### src/rtl/ffo_scan_if.sv
// Handshake bundle between an ffo_scan engine and its controller/consumer.
// The master drives start/mode/b/pready; the scanner returns positions and status.
interface ffo_scan_if #(
    parameter int N = 32
);
    localparam int PW = $clog2(N);
    localparam int CW = $clog2(N + 1);

    logic          start;
    logic          mode;
    logic [0:N-1]  b;
    logic          busy;
    logic          pv;
    logic [PW-1:0] p;
    logic          last;
    logic          pready;
    logic          ready;
    logic          v;
    logic [CW-1:0] count;

    modport master (
        output start, mode, b, pready,
        input  busy, pv, p, last, ready, v, count
    );

    modport slave (
        input  start, mode, b, pready,
        output busy, pv, p, last, ready, v, count
    );
endinterface

### src/rtl/ffo_scan.sv
// Multi-cycle find-first-one / one-enumerator: scans W bits per clock of an
// N-bit vector (bit 0 highest priority) and streams set-bit positions out.
//
// state | meaning
// IDLE  | waiting for start; results of the previous scan held
// SCAN  | examining chunk k of the working copy
// EMIT  | presenting position p until the consumer accepts it
// DONE  | one-cycle completion pulse
module ffo_scan #(
    parameter int N = 32,
    parameter int W = 8
) (
    input logic      clock,
    input logic      reset,
    ffo_scan_if.slave bus
);
    localparam int NC = N / W;
    localparam int PW = $clog2(N);
    localparam int KW = (NC > 1) ? $clog2(NC) : 1;
    localparam int CW = $clog2(N + 1);

    typedef enum logic [1:0] {IDLE, SCAN, EMIT, DONE} state_t;

    state_t        state, state_nx;
    logic [0:N-1]  work;
    logic [0:N-1]  work_clr;
    logic [KW-1:0] k;
    logic          mode_q;
    logic          v_q;
    logic [PW-1:0] p_q;
    logic [CW-1:0] count_q;
    logic [PW-1:0] base;
    logic [PW-1:0] off;
    logic          hit;
    logic          k_last;
    logic          rest_zero;

    assign base   = PW'(int'(k) * W);
    assign k_last = (int'(k) == NC - 1);

    // Descending loop so the lowest (highest-priority) set bit wins.
    always_comb begin
        hit = 1'b0;
        off = '0;
        for (int j = W - 1; j >= 0; j--) begin
            if (work[base + PW'(j)]) begin
                hit = 1'b1;
                off = PW'(j);
            end
        end
    end

    always_comb begin
        work_clr       = work;
        work_clr[p_q]  = 1'b0;
    end

    assign rest_zero = (work_clr == '0);

    always_ff @(posedge clock or posedge reset) begin
        if (reset) begin
            state <= IDLE;
        end else begin
            state <= state_nx;
        end
    end

    always_comb begin
        state_nx = state;
        case (state)
            IDLE: if (bus.start) state_nx = SCAN;
            SCAN: begin
                if (hit)         state_nx = EMIT;
                else if (k_last) state_nx = DONE;
            end
            EMIT: if (bus.pready) state_nx = mode_q ? SCAN : DONE;
            DONE: state_nx = IDLE;
            default: state_nx = IDLE;
        endcase
    end

    always_ff @(posedge clock or posedge reset) begin
        if (reset) begin
            work    <= '0;
            k       <= '0;
            mode_q  <= 1'b0;
            v_q     <= 1'b0;
            p_q     <= '0;
            count_q <= '0;
        end else begin
            case (state)
                IDLE: begin
                    if (bus.start) begin
                        work    <= bus.b;
                        k       <= '0;
                        mode_q  <= bus.mode;
                        v_q     <= 1'b0;
                        p_q     <= '0;
                        count_q <= '0;
                    end
                end
                SCAN: begin
                    if (hit)          p_q <= base + off;
                    else if (!k_last) k   <= k + KW'(1);
                end
                // k is left alone so the same chunk is rescanned after each emit.
                EMIT: begin
                    if (bus.pready) begin
                        work[p_q] <= 1'b0;
                        count_q   <= count_q + CW'(1);
                        v_q       <= 1'b1;
                    end
                end
                default: ;
            endcase
        end
    end

    assign bus.busy  = (state != IDLE);
    assign bus.pv    = (state == EMIT);
    assign bus.p     = p_q;
    assign bus.last  = (state == EMIT) && (!mode_q || rest_zero);
    assign bus.ready = (state == DONE);
    assign bus.v     = v_q;
    assign bus.count = count_q;
endmodule

### src/flat_wrapper.sv
// flat-port wrapper written by rule: the top's interface ports become plain ports
module ffo_scan_flat 
#(
    parameter int N = 32,
    parameter int W = 8
)
  (clock, reset, bus_start, bus_mode, bus_b, bus_pready, bus_busy, bus_pv, bus_p, bus_last, bus_ready, bus_v, bus_count);
  ffo_scan_if #(.N(N)) bus_i ();
  input logic clock;
  input logic reset;
  input wire logic [$bits(bus_i.start)-1:0] bus_start;
  input wire logic [$bits(bus_i.mode)-1:0] bus_mode;
  input wire logic [$bits(bus_i.b)-1:0] bus_b;
  input wire logic [$bits(bus_i.pready)-1:0] bus_pready;
  output wire logic [$bits(bus_i.busy)-1:0] bus_busy;
  output wire logic [$bits(bus_i.pv)-1:0] bus_pv;
  output wire logic [$bits(bus_i.p)-1:0] bus_p;
  output wire logic [$bits(bus_i.last)-1:0] bus_last;
  output wire logic [$bits(bus_i.ready)-1:0] bus_ready;
  output wire logic [$bits(bus_i.v)-1:0] bus_v;
  output wire logic [$bits(bus_i.count)-1:0] bus_count;
  assign bus_i.start = bus_start;
  assign bus_i.mode = bus_mode;
  assign bus_i.b = bus_b;
  assign bus_i.pready = bus_pready;
  assign bus_busy = bus_i.busy;
  assign bus_pv = bus_i.pv;
  assign bus_p = bus_i.p;
  assign bus_last = bus_i.last;
  assign bus_ready = bus_i.ready;
  assign bus_v = bus_i.v;
  assign bus_count = bus_i.count;
  ffo_scan #(.N(N), .W(W)) u_core (.clock(clock), .reset(reset), .bus(bus_i));
endmodule
### config.mk
export PLATFORM = sky130hd
export DESIGN_NAME = ffo_scan_flat
export DESIGN_NICKNAME = d
export VERILOG_FILES = /design/src/rtl/ffo_scan_if.sv /design/src/rtl/ffo_scan.sv /design/src/flat_wrapper.sv
export SDC_FILE = /design/constraint.sdc
export NUM_CORES = 1
export LEC_CHECK = 0
export BUFFER_PORTS_ARGS = -buffer_cell sky130_fd_sc_hd__buf_2
export CORE_ASPECT_RATIO = 0.6
export CORE_MARGIN = 8
export CORE_UTILIZATION = 51
export DETAILED_ROUTE_END_ITERATION = 7
export PLACE_DENSITY = 0.76
export SLEW_MARGIN = 40
export SYNTH_ARGS = -nofsm -noshare
export SYNTH_HDL_FRONTEND = slang
export SYNTH_SLANG_ARGS = --single-unit
### constraint.sdc
create_clock -name clock -period 1.75 [get_ports clock]
set_input_delay 0.0875 -clock clock [delete_from_list [all_inputs] [get_ports clock]]
set_output_delay 0.0875 -clock clock [all_outputs]
set_load 0.05 [all_outputs]
==> results.sh, run 1 <==
export IMPL_dr_pass1_iters=5
export IMPL_layout_area_overhead_vs_synth_pct=48.4
export IMPL_worst_r2r_cell_count=7
export IMPL_min_period_ns=2.50
export IMPL_clock_insertion_delay_worst_skew_ns=0.30
export IMPL_maxSlewViolCount=0
export IMPL_violations="setup timing"
export IMPL_worst_setup_slack_final_ns=-0.755
export IMPL_gr_total_overflow=0
export IMPL_synth_xor_area_share_pct=0
export IMPL_initial_util_pct=53.4
export IMPL_reg2reg_setup_slack_ns=-0.41
export IMPL_grt_setup_unrepaired="true"
export IMPL_max_slew_margin_pct=71.8
export IMPL_critical_path_slowest_cell="sky130_fd_sc_hd__or4b_4"
export IMPL_max_clock_freq_mhz=399
export IMPL_gr_usage_all_layers_pct=28.2
export IMPL_min_path_type="in2reg"
export IMPL_final_cell_count_no_fill=547
export IMPL_core_area_mm2=0.00562
export IMPL_synth_largest_area_cell="sky130_fd_sc_hd__dfrtp_1"
export IMPL_grt_max_degree=33
export IMPL_tightestPinTransition_ns=0.423
export IMPL_netlist_area_mm2=0.00300
export IMPL_clock_sink_count=49
export IMPL_timing_critical_path_fanout_max=5
export IMPL_netlist_area_leader_share_pct=40.9
export IMPL_pin_count=53
export IMPL_first_global_vias=3373
export IMPL_dr_total_vias=3414
export IMPL_register_area_share_after_synthesis_pct=40.9
export IMPL_diodes=0
export IMPL_clockBufferDepth=2
export IMPL_worst_ep_required_time_ns=1.66
export IMPL_synth_enable_flop_cells=0
export IMPL_cts_root_cell="sky130_fd_sc_hd__clkbuf_8"
export IMPL_drt_first_iter_violations=298
export IMPL_critical_path_cell_chain="buf_6, or4b_4, o31ai_1, a21oi_1, a211oi_2, nand4_1, o21ai_4, buf_6"
export IMPL_synth_compound_area_share_pct=24.6
export IMPL_synth_area_mux_share_pct=9.17
export IMPL_critical_path_top_cell_by_count="sky130_fd_sc_hd__buf_6"
export IMPL_die_area_mm2=0.00868
export IMPL_start_point_of_the_worst_min_delay_path="bus_b[2]"
export IMPL_numCtsBuffers=5
export IMPL_detailedPlacementHpwl_um=8910
export IMPL_synth_flop_cell="sky130_fd_sc_hd__dfrtp_1"
export IMPL_clock_skew_ns=0.00723
export IMPL_worst_path_dominant_cell_family="simple AND/OR/NAND/NOR gates"
export IMPL_placer_congestion_estimate=1.03
export IMPL_finalCritPeriodShare_pct=143
export IMPL_fp_dieH_um=75.4
export IMPL_critical_path_startpoint_type="register"
export IMPL_critical_path_reg2reg_endpoint="u_core.k[0]"
export IMPL_tritoncts="done"
export IMPL_post_synthesis_adder_cell_area_fraction_pct=0.834
export IMPL_wirelength_um=12400
export IMPL_criticalPathCategory="reg2out"
export IMPL_ir_drop_mv=0.877
export IMPL_post_synth_num_cell_types=45
export IMPL_first_pass_grt_wire_length_um=18400
export IMPL_max_stage_delay_ns=0.50
export IMPL_synth_seq_cells=49
export IMPL_worstSetupEndpointType="output port"
export IMPL_critical_path_buf_inv_count=2
export IMPL_syn_nets=363
export IMPL_min_delay_worst_endpoint="u_core.work[29]"
export IMPL_setup_violations=10
export IMPL_ff_latch_area_mm2=0.00123
export IMPL_antenna_left=0
export IMPL_synth_top_family_by_area="compound AO/OA/AOI/OAI gates"
export IMPL_utilization_pct=79.2
export IMPL_die_width_um=115
export IMPL_ctsHtreeMaxLevel=2
export IMPL_placed_cells_incl_taps=521
export IMPL_placement_io_buffers=52
export IMPL_clkTransAtPathRegs_ns=0.10
export IMPL_routed_via_density=6.24
export IMPL_run_status="finished, violations left"
export IMPL_multi_input_comb_area_mm2=0.00177
export IMPL_yosys_warnings=0
export IMPL_synth_simple_gate_area_share_pct=19.8
export IMPL_total_power_after_layout_uw=7730
export IMPL_critical_path_arrival_ns=2.42
export IMPL_post_synth_inst_count=324
export IMPL_layout_drive_gt1_share_pct=45.4
export IMPL_yosys_top_cells_area="sky130_fd_sc_hd__dfrtp_1 (41%), sky130_fd_sc_hd__a22o_1 (9.9%), sky130_fd_sc_hd__o21ai_0 (7.7%), sky130_fd_sc_hd__nand2_1 (5.4%), sky130_fd_sc_hd__mux4_1 (5.3%)"
export IMPL_nets=505
export IMPL_drv_max_cap_violation_count=0
export IMPL_n_fill_cell=408
export IMPL_final_hold_viol_count=0
export IMPL_worst_hold_path_num_cells=2
export IMPL_share_of_synthesized_flip_flops_with_an_asynchronous_set_or_reset_pct=100
export IMPL_remaining_drc_errors=0
export IMPL_worst_r2r_startpoint="u_core.k[0]"
export IMPL_avgRoutedWirePerCell_um=22.6
export IMPL_std_cell_rows=21
export IMPL_power_density_mw_per_mm2=1740
export IMPL_antenna_violations_before_repair=0
export IMPL_leakagePower_uw=0.00207
export IMPL_syn_mean_instance_area_um2=9.26
export IMPL_hold_worst_slack_ns=0.00292
-- metal layers --
layer,GRT usage (%),routed length [µm],up-vias,share of wire (%)
li1,-,-,1502,-
met1,38.6,5330,1667,43
met2,40.6,5360,222,43
met3,10.7,1500,23,12
met4,8.24,165,0,1.3
met5,0,0,-,0
-- Yosys cell counts, drive strengths merged (2+ instances only) --
| library cell | count |
|---|---|
| nand3 | 6 |
| mux4 | 8 |
| inv | 10 |
| a21oi | 5 |
| nor2 | 17 |
| o2111ai | 4 |
| nand2b | 10 |
| dfrtp | 49 |
| nand3b | 2 |
| nand4 | 3 |
| and2 | 3 |
| nor4 | 9 |
| nor3 | 11 |
| o21a | 3 |
| mux2 | 2 |
| ha | 2 |
| mux2i | 5 |
| a22o | 34 |
| o21ai | 47 |
| or4 | 2 |
| o31ai | 5 |
| or3 | 3 |
| or2 | 2 |
| nand2 | 43 |
| o32ai | 4 |
| buf | 5 |
| clkbuf | 19 |
-- sequential cells by signal, summed over array words and instances (netlist names) --
register / count
u_core.work: 32
u_core.bus.count: 6
u_core.bus.p: 5
u_core.k: 2
u_core.state: 2
u_core.bus.v: 1
u_core.mode_q: 1
-- how the worst max path moves through the flow --
stage / startpoint / end / cells past startpoint
floorplan: u_core.bus.p[1] / bus_last / 7
global placement: u_core.bus.p[1] / bus_last / 7
detailed placement: u_core.bus.p[1] / bus_last / 7
CTS: u_core.bus.p[0] / bus_last / 8
global route: u_core.bus.p[2] / bus_last / 8
finish: u_core.bus.p[2] / bus_last / 8
-- placed cells by master (no fill, tap or decap), types with 3 or more instances in the layout --
cell type	n
sky130_fd_sc_hd__buf_6	11
sky130_fd_sc_hd__o2111ai_1	3
sky130_fd_sc_hd__dfrtp_1	43
sky130_fd_sc_hd__nor3_1	10
sky130_fd_sc_hd__nor2_4	4
sky130_fd_sc_hd__mux2i_1	5
sky130_fd_sc_hd__buf_2	51
sky130_fd_sc_hd__buf_12	4
sky130_fd_sc_hd__nand2_1	39
sky130_fd_sc_hd__a22o_1	34
sky130_fd_sc_hd__inv_1	8
sky130_fd_sc_hd__or3_1	3
sky130_fd_sc_hd__clkbuf_8	5
sky130_fd_sc_hd__dfrtp_2	6
sky130_fd_sc_hd__and2_1	3
sky130_fd_sc_hd__nor2_1	11
sky130_fd_sc_hd__nor4_1	8
sky130_fd_sc_hd__o21ai_0	39
sky130_fd_sc_hd__o32ai_1	3
sky130_fd_sc_hd__o31ai_1	4
sky130_fd_sc_hd__nand2b_1	7
sky130_fd_sc_hd__a21oi_1	3
sky130_fd_sc_hd__mux4_2	8
sky130_fd_sc_hd__buf_4	90
sky130_fd_sc_hd__nand3_1	6
sky130_fd_sc_hd__o21ai_1	7
sky130_fd_sc_hd__nand2_2	3
sky130_fd_sc_hd__o21a_1	3
-- area by class of cell --
| class | instances | area share (%) |
|---|---|---|
| multi-input combinational | 241 | 39.6 |
| timing repair buffer | 159 | 26.6 |
| tap | 80 | 2.25 |
| clock buffer | 5 | 1.55 |
| sequential | 49 | 27.7 |
| clock inverter | 3 | 1.46 |
| inverter | 10 | 0.843 |
-- power by group --
group / leakage (µW) / internal (µW) / total (µW) / switching, µW
combinational: 0.00138 / 2190 / 4740 / 2540
sequential: 0.000618 / 1570 / 2020 / 457
clock: 0.0000681 / 568 / 969 / 401
-- repair_timing --
| action | 4_1_cts | 5_1_grt |
|---|---|---|
| endpoints found under the setup margin | 12 | 19 |
| hold buffers | 2 | 0 |
| gates cloned | 1 | 0 |
| setup buffers | 12 | 3 |
| endpoints found under the hold margin | 18 | 0 |
| resized for setup | 28 | 21 |
| pin swaps | 9 | 9 |
-- through the flow --
stage / instance area (µm²) / setup WS, ns / setup TNS [ns]
after floorplan: 3060 / -0.279 / -0.515
after detailed placement: 4000 / -0.513 / -2.40
after global routing: 4450 / -0.803 / -3.70
final: 4450 / -0.755 / -3.23
after CTS: 4340 / -0.674 / -2.06
after global placement: 4000 / -0.533 / -2.22
-- logic make-up after synthesis --
| kind of cell | count (synthesis) |
|---|---|
| AOI/OAI and AO/OA | 108 |
| adders and majority gates | 2 |
| buffers and inverters | 34 |
| DFF | 49 |
| muxes | 15 |
| and+or+nand+nor | 116 |
-- worst reg2reg max path, stage by stage (launching register included) --
cell	delay [ns]
sky130_fd_sc_hd__dfrtp_2	0.39
sky130_fd_sc_hd__buf_6	0.11
sky130_fd_sc_hd__buf_12	0.12
sky130_fd_sc_hd__mux4_2	0.60
sky130_fd_sc_hd__nor2_4	0.20
sky130_fd_sc_hd__nand4_4	0.13
sky130_fd_sc_hd__or4_1	0.43
sky130_fd_sc_hd__o21ai_1	0.10
No activity file was read; power rests on OpenSTA's default activity.
==> run 2, diff against run 1 <==
--- a/config.mk
+++ b/config.mk
@@ -7,10 +7,10 @@
 export LEC_CHECK = 0
 export BUFFER_PORTS_ARGS = -buffer_cell sky130_fd_sc_hd__buf_2
 export CORE_ASPECT_RATIO = 0.6
-export CORE_MARGIN = 8
-export CORE_UTILIZATION = 51
+export CORE_MARGIN = 1
+export CORE_UTILIZATION = 42
 export DETAILED_ROUTE_END_ITERATION = 7
-export PLACE_DENSITY = 0.76
+export PLACE_DENSITY = 0.64
 export SLEW_MARGIN = 40
 export SYNTH_ARGS = -nofsm -noshare
 export SYNTH_HDL_FRONTEND = slang
==> results.sh, run 2 (synthesis gave the netlist of run 1 again) <==
export IMPL_run_status="finished, violations left"
export IMPL_violations="DRC, setup timing"
export IMPL_die_area_mm2=0.00750
export IMPL_drv_max_cap_violation_count=0
export IMPL_placedInstanceArea_mm2=0.00409
export IMPL_worst_path_dominant_cell_family="simple AND/OR/NAND/NOR gates"
export IMPL_most_common_cell_after_layout_fill_and_taps_aside="sky130_fd_sc_hd__buf_4"
export IMPL_grt_max_degree=32
export IMPL_worst_r2r_startpoint="u_core.k[0]"
export IMPL_clock_sink_count=49
export IMPL_routed_via_density=6.04
export IMPL_clockBufferDepth=2
export IMPL_start_point_of_the_worst_min_delay_path="bus_b[29]"
export IMPL_detailedPlacementHpwl_um=8660
export IMPL_finished_cell_area_mm2=0.00464
export IMPL_placer_congestion_estimate=0.994
export IMPL_gr_total_overflow=0
export IMPL_maxSlewViolCount=0
export IMPL_clock_skew_ns=0.00490
export IMPL_flip_flop_count_of_the_largest_register_all_copies_and_words_added=32
export IMPL_max_slew_margin_pct=55.3
export IMPL_min_path_type="in2reg"
export IMPL_fp_dieH_um=67.5
export IMPL_clkTransAtPathRegs_ns=0.07
export IMPL_critPathLaunch="u_core.bus.p[2]"
export IMPL_timing_critical_path_fanout_max=5
export IMPL_critical_path_cell_chain="buf_6, or3_4, o32a_1, nor4_2, nand4_1, o21ai_4, buf_6"
export IMPL_top_layer_used="met4"
export IMPL_antenna_violations_before_repair=0
export IMPL_power_density_mw_per_mm2=1700
export IMPL_n_fill_cell=548
export IMPL_clock_insertion_delay_worst_skew_ns=0.30
export IMPL_final_hold_viol_count=0
export IMPL_antenna_left=0
export IMPL_grt_setup_unrepaired="true"
export IMPL_pre_cts_slack_ns=-0.568
export IMPL_layout_cells_most_common_list="sky130_fd_sc_hd__buf_4 (95), sky130_fd_sc_hd__buf_2 (51), sky130_fd_sc_hd__dfrtp_1 (42)"
export IMPL_initial_util_pct=44.2
export IMPL_met2RoutedLength_um=4740
export IMPL_cts_root_cell="sky130_fd_sc_hd__clkbuf_16"
export IMPL_critical_path_arrival_ns=2.34
export IMPL_avgRoutedWirePerCell_um=21.2
export IMPL_critical_path_buf_inv_count=2
export IMPL_max_stage_delay_ns=0.47
export IMPL_top_register="u_core.work"
export IMPL_wirelength_um=11900
export IMPL_pin_count=53
export IMPL_critical_path_startpoint_type="register"
export IMPL_finalCritPeriodShare_pct=139
export IMPL_first_global_vias=3109
export IMPL_wl_met1_um=5750
export IMPL_ff_latch_area_mm2=0.00123
export IMPL_placement_io_buffers=52
export IMPL_layout_area_overhead_vs_synth_pct=54.6
export IMPL_core_area_mm2=0.00679
export IMPL_tightestPinTransition_ns=0.669
export IMPL_dr_pass1_iters=7
export IMPL_diodes=0
export IMPL_gr_usage_all_layers_pct=32.9
export IMPL_leakagePower_uw=0.00211
export IMPL_hold_worst_slack_ns=0.00772
export IMPL_worst_ep_required_time_ns=1.66
export IMPL_first_pass_grt_wire_length_um=17900
export IMPL_critical_path_slowest_cell="sky130_fd_sc_hd__dfrtp_2"
export IMPL_drt_first_iter_violations=363
export IMPL_ctsHtreeMaxLevel=2
export IMPL_ir_drop_mv=0.639
export IMPL_die_width_um=111
export IMPL_nets=513
export IMPL_remaining_drc_errors=4
export IMPL_min_period_ns=2.43
export IMPL_max_clock_freq_mhz=411
export IMPL_worstSetupEndpointType="output port"
export IMPL_layout_drive_gt1_share_pct=49.7
export IMPL_tritoncts="done"
export IMPL_routed_wl_met3_um=1190
export IMPL_numCtsBuffers=5
export IMPL_critical_path_top_cell_by_count="sky130_fd_sc_hd__buf_6"
export IMPL_std_cell_rows=23
export IMPL_dr_total_vias=3392
export IMPL_worst_setup_slack_final_ns=-0.680
export IMPL_multi_input_comb_area_mm2=0.00186
export IMPL_criticalPathCategory="reg2out"
export IMPL_setup_violations=9
==> run 2: stage by stage <==
step	utilization, %	TNS (ns)	std cells	total power [µW]
final	68.3	-2.81	562	7910
after CTS	66.3	-2.25	558	7560
after floorplan	-	-0.515	324	4180
after detailed placement	60.2	-2.65	539	6110
after global placement	60.2	-2.54	539	6070
after global routing	68.3	-3.37	562	8270
==> run 2: area by class of cell <==
cell class | instances | share of cell area, %
timing repair buffer | 167 | 27.1
clock buffer | 5 | 2.70
multi-input combinational | 241 | 40.0
inverter | 10 | 0.809
clock inverter | 3 | 0.378
sequential | 49 | 26.6
tap | 87 | 2.35
==> run 2: power breakdown <==
group / total [µW] / leakage, µW / internal (µW) / switching (µW)
logic: 4880 / 0.00143 / 2320 / 2550
clock network: 994 / 0.0000696 / 526 / 467
registers: 2040 / 0.000617 / 1570 / 466
==> run 2: worst paths after layout <==
check	end	slack [ns]	cells after the start
max reg2reg	u_core.k[1]	-0.38	7
min in group asynchronous	u_core.work[7]	0.42	3
min	u_core.work[2]	0.008	2
min reg2reg	u_core.bus.v	0.47	2
max	bus_last	-0.68	7
max in group asynchronous	u_core.work[24]	0.63	4
==> run 2: layer usage <==
layer  vias to the layer above  global-route usage, %
met2                       178                   45.8
li1                       1514                      -
met5                         -                      0
met3                        20                   7.54
met4                         0                   9.80
met1                      1680                   50.1
==> run 2: repair_timing <==
action	4_1_cts	5_1_grt
buffers inserted	12	7
pin swaps	15	9
hold endpoints to repair	29	0
setup endpoints to repair	12	38
cloned	1	0
resized for setup	42	32
hold buffers	2	0
